**config.mk**
```make
export PLATFORM = sky130hd
export DESIGN_NAME = feature_sum
export DESIGN_NICKNAME = d
export VERILOG_FILES = /design/src/rtl/feature_sum.sv
export SDC_FILE = /design/constraint.sdc
export NUM_CORES = 1
export LEC_CHECK = 0
export ABC_AREA = 1
export CAP_MARGIN = 20
export CORE_AREA = 2 2 166 168
export DETAILED_ROUTE_END_ITERATION = 7
export DIE_AREA = 0 0 168 170
export PLACE_DENSITY_LB_ADDON = 0.08
export SKIP_LAST_GASP = 1
export SYNTH_ARGS = -nofsm -noshare
export SYNTH_HDL_FRONTEND = slang
export SYNTH_SLANG_ARGS = --single-unit
export TNS_END_PERCENT = 5
```
**constraint.sdc**
```tcl
create_clock -name clk -period 3 [get_ports clk]
set_input_delay 0.6 -clock clk [delete_from_list [all_inputs] [get_ports clk]]
set_output_delay 0.6 -clock clk [all_outputs]
set_load 0.05 [all_outputs]
```
**src/rtl/feature_sum.sv**
```systemverilog
// Windowed five-stage summer: snapshots a valid window and accumulates it with one adder over five cycles.
// Optional threshold detection is built when FEATURE_SUM_THRESH_EN is defined.
module feature_sum #(
    parameter int unsigned input_width = 37,
    parameter int unsigned sum_width   = input_width + 3
) (
    input  logic                        clk,
    input  logic                        rst,
    input  logic                        en,
    input  logic                        data_valid,
    input  logic signed [input_width-1:0] din_stage1,
    input  logic signed [input_width-1:0] din_stage2,
    input  logic signed [input_width-1:0] din_stage3,
    input  logic signed [input_width-1:0] din_stage4,
    input  logic signed [input_width-1:0] din_stage5,
    input  logic signed [sum_width-1:0]   threshold,
    output logic signed [sum_width-1:0]   sum_out,
    output logic                        sum_ready,
    output logic                        busy,
    output logic                        overrun,
    output logic                        detect
);

    localparam int unsigned idx_width = 3;
    localparam int unsigned num_stages = 5;
    localparam logic [0:0] st_idle  = 1'b0;
    localparam logic [0:0] st_accum = 1'b1;

    logic [0:0]                   state_q, state_d;
    logic [idx_width-1:0]         idx_q, idx_d;
    logic signed [sum_width-1:0]  acc_q, acc_d;
    logic signed [input_width-1:0] snap_q [num_stages];
    logic signed [input_width-1:0] snap_d [num_stages];
    logic                         prev_valid_q, prev_valid_d;
    logic signed [sum_width-1:0]  sum_q, sum_d;
    logic                         ready_q, ready_d;
    logic                         busy_q, busy_d;
    logic                         overrun_q, overrun_d;
    logic                         detect_q, detect_d;
    logic signed [sum_width-1:0]  addend;
    logic signed [sum_width-1:0]  acc_sum;
    logic                         start;

`ifdef FEATURE_SUM_THRESH_EN
    logic signed [sum_width-1:0]  thr_q, thr_d;
`else
    logic                         unused_threshold;
    assign unused_threshold = ^threshold;
`endif

    assign addend  = sum_width'(snap_q[idx_q]);
    assign acc_sum = acc_q + addend;
    assign start   = data_valid & ~prev_valid_q;

    // Next-state and datapath; only applied on enabled edges.
    always_comb begin
        state_d      = state_q;
        idx_d        = idx_q;
        acc_d        = acc_q;
        snap_d       = snap_q;
        prev_valid_d = data_valid;
        sum_d        = sum_q;
        ready_d      = 1'b0;
        busy_d       = busy_q;
        overrun_d    = overrun_q;
        detect_d     = detect_q;
`ifdef FEATURE_SUM_THRESH_EN
        thr_d        = thr_q;
`else
        detect_d     = 1'b0;
`endif
        case (state_q)
            st_idle: begin
                if (start) begin
                    snap_d[0] = din_stage1;
                    snap_d[1] = din_stage2;
                    snap_d[2] = din_stage3;
                    snap_d[3] = din_stage4;
                    snap_d[4] = din_stage5;
`ifdef FEATURE_SUM_THRESH_EN
                    thr_d     = threshold;
`endif
                    acc_d     = '0;
                    idx_d     = '0;
                    busy_d    = 1'b1;
                    state_d   = st_accum;
                end
            end
            default: begin
                // A window arriving mid-sum, including the final edge, is dropped.
                if (start) begin
                    overrun_d = 1'b1;
                end
                acc_d = acc_sum;
                idx_d = idx_q + idx_width'(1);
                if (idx_q == idx_width'(num_stages - 1)) begin
                    sum_d   = acc_sum;
                    ready_d = 1'b1;
                    busy_d  = 1'b0;
                    idx_d   = '0;
                    state_d = st_idle;
`ifdef FEATURE_SUM_THRESH_EN
                    detect_d = (acc_sum > thr_q);
`endif
                end
            end
        endcase
    end

    // State register; en high freezes everything, rst overrides en.
    always_ff @(posedge clk) begin
        if (rst) begin
            state_q      <= st_idle;
            idx_q        <= '0;
            acc_q        <= '0;
            for (int i = 0; i < num_stages; i++) begin
                snap_q[i] <= '0;
            end
            prev_valid_q <= 1'b0;
            sum_q        <= '0;
            ready_q      <= 1'b0;
            busy_q       <= 1'b0;
            overrun_q    <= 1'b0;
            detect_q     <= 1'b0;
`ifdef FEATURE_SUM_THRESH_EN
            thr_q        <= '0;
`endif
        end else if (!en) begin
            state_q      <= state_d;
            idx_q        <= idx_d;
            acc_q        <= acc_d;
            snap_q       <= snap_d;
            prev_valid_q <= prev_valid_d;
            sum_q        <= sum_d;
            ready_q      <= ready_d;
            busy_q       <= busy_d;
            overrun_q    <= overrun_d;
            detect_q     <= detect_d;
`ifdef FEATURE_SUM_THRESH_EN
            thr_q        <= thr_d;
`endif
        end
    end

    assign sum_out   = sum_q;
    assign sum_ready = ready_q;
    assign busy      = busy_q;
    assign overrun   = overrun_q;
    assign detect    = detect_q;

endmodule

```
Word-level counts from Yosys, hierarchy flattened
Index checks and enable logic that the tools add are counted.
{"block": "word_totals", "inputBits": 229, "output_inout_bits": 44, "wordCells": 45, "regBits": 273}
{"block": "classes", "n_reduce_logical": 6, "magnitude_cmp": 1, "bitwise_logic": 5, "mux": 16, "n_eq_ne": 2, "n_addsub": 2}
{"cell": "binary-select mux 37 bit (select 3 bit)", "count": 1}
{"cell": "two-way mux 40 bit", "count": 2}
{"cell": "two-way mux 37 bit", "count": 2}
{"cell": "adder 40 x 37 -> 40 bit", "count": 1}
{"cell": "AND reduction 3 bit", "count": 4}
{"cell": "two-way mux 3 bit", "count": 3}
{"cell": "two-way mux 1 bit", "count": 8}
{"cell": ">= comparator 4 bit (second input constant)", "count": 1}
{"cell": "NOT 3 -> 4 bit", "count": 1}
{"cell": "adder 3 x 1 -> 3 bit (second input constant)", "count": 1}
{"cell": "== test 3 bit (second input constant)", "count": 1}
{"cell": "NOT 1 bit", "count": 3}
{"cell": "inequality test 2 x 1 -> 1 bit (second input constant)", "count": 1}
{"cell": "AND reduction 2 bit", "count": 1}
{"cell": "nonzero test 2 bit", "count": 1}
{"cell": "bitwise AND 1 bit", "count": 1}

Depth between registers and ports, before layout
Gate-level depths: netlist (run 1).
{"block": "depth", "ltp_word": 6, "ltp_mapped": 23, "depth_no_buf": 21}

Worst setup path after synthesis (run 1)
OpenSTA, ideal clock, no wires.
{"block": "synth_timing", "kind": "reg2reg", "start": "register idx_q[0]", "end": "register sum_q[32], in the netlist sum_out[32]", "t_required_ns": 2.891, "stages_incl_launch_ff": 23, "path_buffers": 3, "slack_ns": 0.286, "arrival_time_ns": 2.605, "synth_period_minus_slack_ns": 2.714, "setup_ns": 0.109, "path_cell_list": "dfxtp_1 buf_4 buf_2 buf_2 o21ai_0 a32o_1 ha_1 inv_1 fa_1 inv_1 nand3_1 nand3_1 nand2_1 nand3_1 nand2_1 nand2_2 nand2_1 nand2_1 nand2_1 nand2_1 nand2_1 nand2_1 inv_1"}
{"block": "synth_via", "elab_chain_len": 5, "word_cells_on_any_way": 7, "cone_classes": "add/sub (1); eq/ne (1); mux (3); bitwise (1); reduce/logical (1)"}
{"element": "start: declaration", "line": "30", "rtl": "logic [idx_width-1:0] idx_q, idx_d;"}
{"element": "start signal: assignment", "line": "130", "rtl": "idx_q <= idx_d;"}
{"element": "NOT 3 -> 4 bit (implied by the code)", "line": "51", "rtl": "assign addend = sum_width'(snap_q[idx_q]);"}
{"element": "binary-select mux 37 bit (select 3 bit)", "line": "51"}
{"element": "two-way mux 37 bit (implied by the code) (2 in a row)", "line": "51"}
{"element": "adder 40 x 37 -> 40 bit", "line": "52", "rtl": "assign acc_sum = acc_q + addend;"}
{"element": "end signal: assignment", "line": "134", "rtl": "sum_q <= sum_d;"}
{"element": "end: declaration", "line": "35", "rtl": "logic signed [sum_width-1:0] sum_q, sum_d;"}
Several ways; a longest one is shown, not always the timed one. The select of a mux whose other input is x is not followed.
A chain may end at the register's enable or synchronous reset.

Worst setup path in the final report (run 1)
{"block": "layout_timing", "start": "register idx_q[0]", "end": "register acc_q[35]"}
{"block": "layout_via", "elab_chain_len": 6}
{"element": "NOT 3 -> 4 bit (implied by the code)", "line": "51"}
{"element": "binary-select mux 37 bit (select 3 bit)", "line": "51"}
{"element": "two-way mux 37 bit (implied by the code) (2 in a row)", "line": "51"}
{"element": "adder 40 x 37 -> 40 bit", "line": "52"}
{"element": "two-way mux 40 bit", "line": "72", "rtl": "case (state_q)"}
{"element": "end signal: assignment", "line": "115", "rtl": "acc_q <= '0;"}
{"element": "end signal: assignment", "line": "131", "rtl": "acc_q <= acc_d;"}
{"element": "end: declaration", "line": "31", "rtl": "logic signed [sum_width-1:0] acc_q, acc_d;"}
No other way between the ends. The select of a mux whose other input is x is not followed.

==> load_flow_metrics.sql, run 1 <==
INSERT INTO impl_metrics (metric_group, metric, value, unit) VALUES
('pwr', 'power-per-cell-area', '495', 'nW/µm²'),
('clock_network', 'cts_made_buffers', '30', ''),
('sta', 'worst_pin_slew', '0.582', 'ns'),
('hold_path', 'min-delay-start', 'snap_q[97]', ''),
('sta', 'timing.final.max_slew_violations', '0', ''),
('global_route', 'grt_pass1_wl', '68400', 'µm'),
('worst_setup_path', 'critical_path_class', 'reg2reg', ''),
('worst_setup_path', 'cp_max_fo', '27', ''),
('clock_network', 'path_clk_slew', '0.06', 'ns'),
('worst_setup_path', 'worst_path_largest_cell_delay', '0.44', 'ns'),
('floorplan', 'die_x', '168', 'µm'),
('floorplan', 'die_footprint', '28600', 'µm²'),
('run', 'cap_violations', '0', ''),
('global_route', 'gr-total-overflow', '0', ''),
('worst_setup_path', 'critical_path.reg2reg.endpoint', 'acc_q[35]', ''),
('sta', 'final_hold_viol_count', '0', ''),
('status', 'outcome', 'finished clean', ''),
('finish', 'layout_commonest_cell', 'nand2_1', ''),
('finish', 'nFillCells', '2406', ''),
('clock_network', 'cts.sink_count', '273', ''),
('pwr', 'power.sequential.fraction', '0.437', ''),
('place', 'gp_routability_congestion', '0.952', ''),
('pwr', 'intPower', '6.67', 'mW'),
('floorplan', 'start_util', '0.514', ''),
('route', 'remaining_drc_errors', '0', ''),
('pwr', 'comb_pwr_share', '0.142', ''),
('sta', 'min_period_over_period', '0.955', ''),
('yosys', 'synth.yosys.seq_area_share', '0.399', ''),
('route', 'dr.pass1.iters', '6', ''),
('global_route', 'grt.busiest_layer', 'met2', ''),
('yosys', 'synthesis.instances', '2055', ''),
('pwr', 'power.static_leakage', '8.06', 'nW'),
('finish', 'final_nets', '2551', ''),
('sta', 'final.hold.worst_slack', '0.449', 'ns'),
('pwr', 'share_clk_of_total_power', '0.421', ''),
('worst_setup_path', 'worst_path_max_delay_cell', 'dfxtp_4', ''),
('place', 'pre_cts_ws', '-0.00711', 'ns'),
('clock_network', 'cts-root-buf', 'clkbuf_16', ''),
('worst_setup_path', 'worst_ep_arrival_time', '3.27', 'ns'),
('place', 'port_buffers', '231', ''),
('yosys', 'asyncSetResetFlopFracSynth', '0', ''),
('global_route', 'number_of_global_route_vias_before_repair', '13100', ''),
('sta', 'setup_total_negative_slack', '0', 'ns'),
('worst_setup_path', 'worstSetupStartpointType', 'register', ''),
('finish', 'post_route_cells_drive_above_1_share', '0.0959', ''),
('pwr', 'vdd_ir_max', '392', 'µV'),
('route', 'antenna_violating_nets_post_route', '0', ''),
('route', 'detail_route.iter0.violations', '1585', ''),
('worst_setup_path', 'r2r_setup_slack', '0.14', 'ns'),
('hold_path', 'timing.hold.worst_path_depth', '2', ''),
('route', 'routed_wirelength', '44700', 'µm'),
('hold_path', 'worst_hold_path_type', 'reg2reg', ''),
('route', 'dr_total_vias', '14200', ''),
('pwr', 'p_sw_frac', '0.253', ''),
('global_route', 'global_route.usage.total', '0.299', ''),
('worst_setup_path', 'cell_by_cell_listing_of_the_critical_path', 'inv_2 -> buf_12 -> nand2_1 -> nand3_1 -> a32o_1 -> ha_2 -> nand2_1 -> nor2_1 -> buf_4 -> inv_1 -> nor3_1 -> nand2_2 -> nand2_1 -> nand2_1 -> nand3_1 -> a21oi_1', ''),
('clock_network', 'buffers_inserted_by_post_cts_timing_repair', '0', ''),
('yosys', 'synth.net_count', '2326', ''),
('global_route', 'antenna_found_initial', '0', ''),
('worst_setup_path', 'end_kind', 'register', ''),
('global_route', 'met3_usage', '0.0486', ''),
('global_route', 'grt_max_degree', '151', ''),
('sta', 'fin_worst_skew', '0.0176', 'ns'),
('route', 'detail_route.vias_per_cell', '5.37', ''),
('finish', 'seq_area', '5470', 'µm²'),
('pwr', 'switching_power', '2.26', 'mW'),
('clock_network', 'insertion_delay', '0.56', 'ns'),
('sta', 'max-slew-margin-rel', '0.612', ''),
('finish', 'area_growth_syn_to_layout', '31.7', '%'),
('sta', 'timing.final.ws_setup', '0.136', 'ns'),
('floorplan', 'fp-row-count', '60', '');
==> metal layers <==
| layer | vias to the layer above | wire length [µm] |
|---|---|---|
| met3 | 72 | 3770 |
| met5 | - | 0 |
| met2 | 532 | 19300 |
| li1 | 7109 | - |
| met1 | 6497 | 20600 |
| met4 | 0 | 958 |
==> synth_stat cells (all sizes together), types with 4 or more instances <==
cell type  count  area [µm²]
a21oi        162         811
a22o           4        35.0
a32o          35         350
buf           46         246
clkbuf        66         248
dfxtp        273        5470
ha            41         513
inv          183         687
nand2        449        1700
nand3        108         576
nand3b         4        30.0
nor2         395        1530
nor3           5        25.0
o21ai        259        1300
xnor2          6        52.6
==> kinds of logic after synthesis <==
kind of cell | after synthesis | share of synthesized area
buffers and inverters | 296 | 0.0864
xor gates and xnor gates | 9 | 0.00575
and+or+nand+nor | 965 | 0.283
DFF | 273 | 0.399
other | 1 | 0.000274
adders and majority gates | 42 | 0.0389
AOI/OAI and AO/OA | 469 | 0.186
==> worst max-delay path by stage <==
| stage | cells past startpoint | to | from |
|---|---|---|---|
| floorplan | 22 | sum_out[32] | idx_q[0] |
| global placement | 15 | sum_out[16] | idx_q[1] |
| detailed placement | 15 | sum_out[16] | idx_q[1] |
| CTS | 20 | sum_out[39] | idx_q[1] |
| global route | 19 | sum_out[29] | idx_q[0] |
| finish | 16 | acc_q[35] | idx_q[0] |
==> sequential cells by signal, summed over array words and instances, names as in the netlist <==
signal	count
snap_q	185
acc_q	40
sum_out	40
idx_q	3
busy	1
overrun	1
prev_valid_q	1
state_q	1
sum_ready	1
==> power groups by stage <==
stage / registers [mW] / logic (mW) / clock network (mW)
2_1_floorplan: 3.96 / 0.657 / 0
3_3_place_gp: 3.97 / 1.17 / 0
3_5_place_dp: 3.97 / 1.19 / 0
4_1_cts: 3.90 / 1.20 / 3.80
5_1_grt: 3.92 / 1.39 / 3.95
6_report: 3.90 / 1.27 / 3.76
==> stage by stage <==
step | power (mW) | std cells | utilization | cell area, µm²
floorplan | 4.61 | 2055 | - | 13700
global placement | 5.14 | 2588 | 0.625 | 16700
detailed placement | 5.17 | 2588 | 0.625 | 16700
CTS | 8.90 | 2644 | 0.663 | 17700
global route | 9.26 | 2645 | 0.677 | 18000
finish | 8.93 | 2646 | 0.677 | 18000
==> timing repair <==
action | CTS | global route
pin swaps | 0 | 6
gates resized for setup | 1 | 88
hold endpoints to repair | 0 | 0
setup endpoints to repair | 4 | 60
cloned | 0 | 1
==> final cells by class <==
type | instances | share of cell area
diodes | 1 | 0.000139
clock buffers | 49 | 0.0517
clock inverters | 7 | 0.00485
inverters | 184 | 0.0387
multi-input cells | 1486 | 0.410
flip-flops and latches | 273 | 0.303
well taps | 341 | 0.0236
repair buffers | 305 | 0.168
==> worst max-delay path, delay by kind of cell, from the launching register on <==
family | cells | cell delay (ns)
simple gates | 9 | 1.02
buf+inv | 4 | 0.46
flops | 1 | 0.44
fa+ha+maj | 1 | 0.40
compound gates | 2 | 0.39
Note: power is estimated with default switching activity, not from simulation.
==> run 2, diff against run 1 <==
--- a/config.mk
+++ b/config.mk
@@ -10,6 +10,7 @@
 export CORE_AREA = 2 2 166 168
 export DETAILED_ROUTE_END_ITERATION = 7
 export DIE_AREA = 0 0 168 170
+export GPL_TIMING_DRIVEN = 1
 export PLACE_DENSITY_LB_ADDON = 0.08
 export SKIP_LAST_GASP = 1
 export SYNTH_ARGS = -nofsm -noshare
==> results of run 2 <==
No change in the layout: final DEF, timing and power equal those of run 1.
==> run 3, diff against run 2 <==
--- a/config.mk
+++ b/config.mk
@@ -12,6 +12,7 @@
 export DIE_AREA = 0 0 168 170
 export GPL_TIMING_DRIVEN = 1
 export PLACE_DENSITY_LB_ADDON = 0.08
+export SKIP_CTS_REPAIR_TIMING = 1
 export SKIP_LAST_GASP = 1
 export SYNTH_ARGS = -nofsm -noshare
 export SYNTH_HDL_FRONTEND = slang
==> constraint.sdc (replaced) <==
create_clock -name clk -period 2.81 [get_ports clk]
set_input_delay 0.562 -clock clk [delete_from_list [all_inputs] [get_ports clk]]
set_output_delay 0.562 -clock clk [all_outputs]
set_load 0.05 [all_outputs]
==> load_flow_metrics.sql, run 3 (same netlist as run 1, synthesis figures left out) <==
INSERT INTO impl_metrics (metric_group, metric, value, unit) VALUES
('place', 'port_buffers', '231', ''),
('route', 'drt-wirelength-per-cell', '16.8', 'µm'),
('finish', 'post_route_cells_drive_above_1_share', '0.155', ''),
('global_route', 'gr-total-overflow', '0', ''),
('clock_network', 'path_clk_slew', '0.06', 'ns'),
('route', 'dr_total_vias', '14500', ''),
('pwr', 'power-per-cell-area', '501', 'nW/µm²'),
('worst_setup_path', 'cp_top_family', 'compound AO/OA/AOI/OAI gates', ''),
('place', 'gp_routability_congestion', '0.938', ''),
('worst_setup_path', 'r2r_setup_slack', '-0.01', 'ns'),
('worst_setup_path', 'worstSetupStartpointType', 'register', ''),
('place', 'place.detailed.hpwl', '31600', 'µm'),
('worst_setup_path', 'worst_path_max_delay_cell', 'dfxtp_4', ''),
('place', 'pre_cts_ws', '-0.283', 'ns'),
('sta', 'worst_pin_slew', '0.571', 'ns'),
('finish', 'antenna_cells', '0', ''),
('clock_network', 'cts_made_buffers', '29', ''),
('finish', 'layout_commonest_cell', 'nand2_1', ''),
('sta', 'setup_total_negative_slack', '-0.0145', 'ns'),
('worst_setup_path', 'critical_path.reg2reg.endpoint', 'sum_out[17]', ''),
('floorplan', 'die_x', '168', 'µm'),
('clock_network', 'clock_tree_buffer_depth', '3', ''),
('route', 'remaining_drc_errors', '0', ''),
('finish', 'largest_register_ffs', '185', ''),
('hold_path', 'timing.hold.worst_path_depth', '2', ''),
('global_route', 'antenna_found_initial', '0', ''),
('sta', 'timing.final.max_slew_violations', '0', ''),
('worst_setup_path', 'timing.rr.start', 'idx_q[0]', ''),
('sta', 'timing.final.ws_setup', '-0.0145', 'ns'),
('floorplan', 'die_footprint', '28600', 'µm²'),
('floorplan', 'ios', '273', ''),
('finish', 'layout_common_cells', '406 x nand2_1, 365 x nor2_1, 271 x dfxtp_1', ''),
('global_route', 'number_of_global_route_vias_before_repair', '13500', ''),
('worst_setup_path', 'critical_path.n_buffers_inverters', '4', ''),
('finish', 'regMostFlops', 'snap_q', ''),
('finish', 'final_nets', '2606', ''),
('sta', 'min_period_over_period', '1.01', ''),
('floorplan', 'dieHeight', '170', 'µm'),
('worst_setup_path', 'critical_path_class', 'reg2reg', ''),
('route', 'dr.pass1.iters', '7', ''),
('sta', 'fin_crit', '2.82', 'ns'),
('worst_setup_path', 'timing.critical_path.mode_cell', 'buf_4', ''),
('clock_network', 'clock_tree_from_tritoncts', 'built', ''),
('status', 'outcome', 'complete, but fails checks', ''),
('hold_path', 'min-delay-start', 'snap_q[109]', ''),
('worst_setup_path', 'worst_ep_arrival_time', '3.32', 'ns'),
('sta', 'fin_worst_skew', '0.0122', 'ns'),
('floorplan', 'start_util', '0.514', ''),
('sta', 'fmaxAchievable', '354', 'MHz'),
('route', 'detail_route.vias_per_cell', '5.38', ''),
('sta', 'rsz0062_at_grt', 'yes', ''),
('clock_network', 'cts_max_level', '1', ''),
('run', 'cap_violations', '0', ''),
('status', 'violated_checks', 'setup timing', ''),
('sta', 'max-slew-margin-rel', '0.619', ''),
('clock_network', 'cts-root-buf', 'clkbuf_16', ''),
('hold_path', 'min_to', 'snap_q[109]', ''),
('global_route', 'grt_pass1_wl', '69400', 'µm'),
('global_route', 'grt_max_degree', '151', ''),
('pwr', 'vdd_ir_max', '549', 'µV'),
('route', 'routed_wirelength', '45300', 'µm'),
('worst_setup_path', 'worst-r2r-cell-count', '16', ''),
('worst_setup_path', 'end_kind', 'register', ''),
('worst_setup_path', 'cell_by_cell_listing_of_the_critical_path', 'buf_12 -> clkbuf_16 -> a21oi_2 -> o21ai_1 -> a32o_2 -> ha_4 -> nand2_4 -> buf_4 -> nor2_4 -> nand3_1 -> nand3_2 -> nand2_1 -> nand2_2 -> xor2_1 -> buf_4 -> a22o_1', ''),
('worst_setup_path', 'worst_path_largest_cell_delay', '0.38', 'ns'),
('global_route', 'global_route.usage.total', '0.301', ''),
('route', 'detail_route.iter0.violations', '1494', ''),
('route', 'antenna_violating_nets_post_route', '0', ''),
('worst_setup_path', 'required', '3.31', 'ns'),
('hold_path', 'worst_hold_path_type', 'reg2reg', ''),
('finish', 'area_growth_syn_to_layout', '37.4', '%'),
('sta', 'final_hold_viol_count', '0', ''),
('pwr', 'power.static_leakage', '8.45', 'nW'),
('floorplan', 'design.core.area', '26700', 'µm²'),
('worst_setup_path', 'cp_max_fo', '10', ''),
('floorplan', 'fp-row-count', '60', ''),
('clock_network', 'cts.sink_count', '273', ''),
('sta', 'finalSetupViolations', '1', ''),
('clock_network', 'insertion_delay', '0.56', 'ns'),
('finish', 'nFillCells', '2226', '');
run 3: cell count changes in the layout (fill, tap and decap cells not counted), sizes merged:
| cell | delta |
|---|---|
| buf | +54 |
| clkbuf | -5 |
| clkinv | +2 |
| diode | -1 |
run 3: power by group:
part	switching [mW]	total, mW	leakage [nW]	internal [mW]
clock	1.57	3.80	0.461	2.23
sequential	0.103	4.17	2.23	4.07
combinational	0.778	1.46	5.75	0.684
total	2.45	9.43	8.45	6.98
run 3: worst max-delay path by stage:
stage | start | endpoint | slack [ns] | cells past startpoint
after floorplan | idx_q[0] | sum_out[32] | 0.1 | 22
after global placement | idx_q[1] | sum_out[16] | -0.26 | 15
after detailed placement | idx_q[1] | sum_out[16] | -0.28 | 15
after CTS | idx_q[1] | sum_out[16] | -0.31 | 15
after global routing | idx_q[0] | sum_out[32] | -0.14 | 21
final | idx_q[0] | sum_out[17] | -0.01 | 16
run 3: final cells by class:
type / count / area (µm²) / area share
clock inverters: 9 / 101 / 0.00538
clock buffers: 42 / 835 / 0.0443
flip-flops and latches: 273 / 5470 / 0.290
well taps: 341 / 427 / 0.0226
inverters: 184 / 701 / 0.0372
multi-input cells: 1486 / 7810 / 0.414
repair buffers: 361 / 3500 / 0.186
run 3: per-stage QoR:
step	total power [mW]	util	hold WS, ns	std cells	cell area, µm²
finish	9.43	0.707	0.446	2696	18800
global route	9.77	0.707	0.464	2696	18800
CTS	9.31	0.672	0.450	2683	17900
detailed placement	5.55	0.637	0.439	2632	17000
global placement	5.52	0.637	0.432	2632	17000
floorplan	4.92	-	0.424	2055	13700
run 3: worst reg2reg max path, cell delays in order (launching register included):
cell and delay (ns):
dfxtp_4 0.38, buf_12 0.16, clkbuf_16 0.17, a21oi_2 0.11, o21ai_1 0.08, a32o_2 0.33, ha_4 0.32, nand2_4 0.07
buf_4 0.14, nor2_4 0.14, nand3_1 0.12, nand3_2 0.11, nand2_1 0.06, nand2_2 0.10, xor2_1 0.22, buf_4 0.16
a22o_1 0.11
run 3: metal layers:
| layer | wire, µm | part of all wire | track usage | vias to the layer above |
|---|---|---|---|---|
| met5 | 0 | 0 | 0 | - |
| met4 | 1100 | 0.024 | 0.0854 | 0 |
| met3 | 3180 | 0.070 | 0.0342 | 76 |
| met2 | 20000 | 0.44 | 0.476 | 521 |
| met1 | 21100 | 0.47 | 0.434 | 6675 |
| li1 | - | - | - | 7219 |
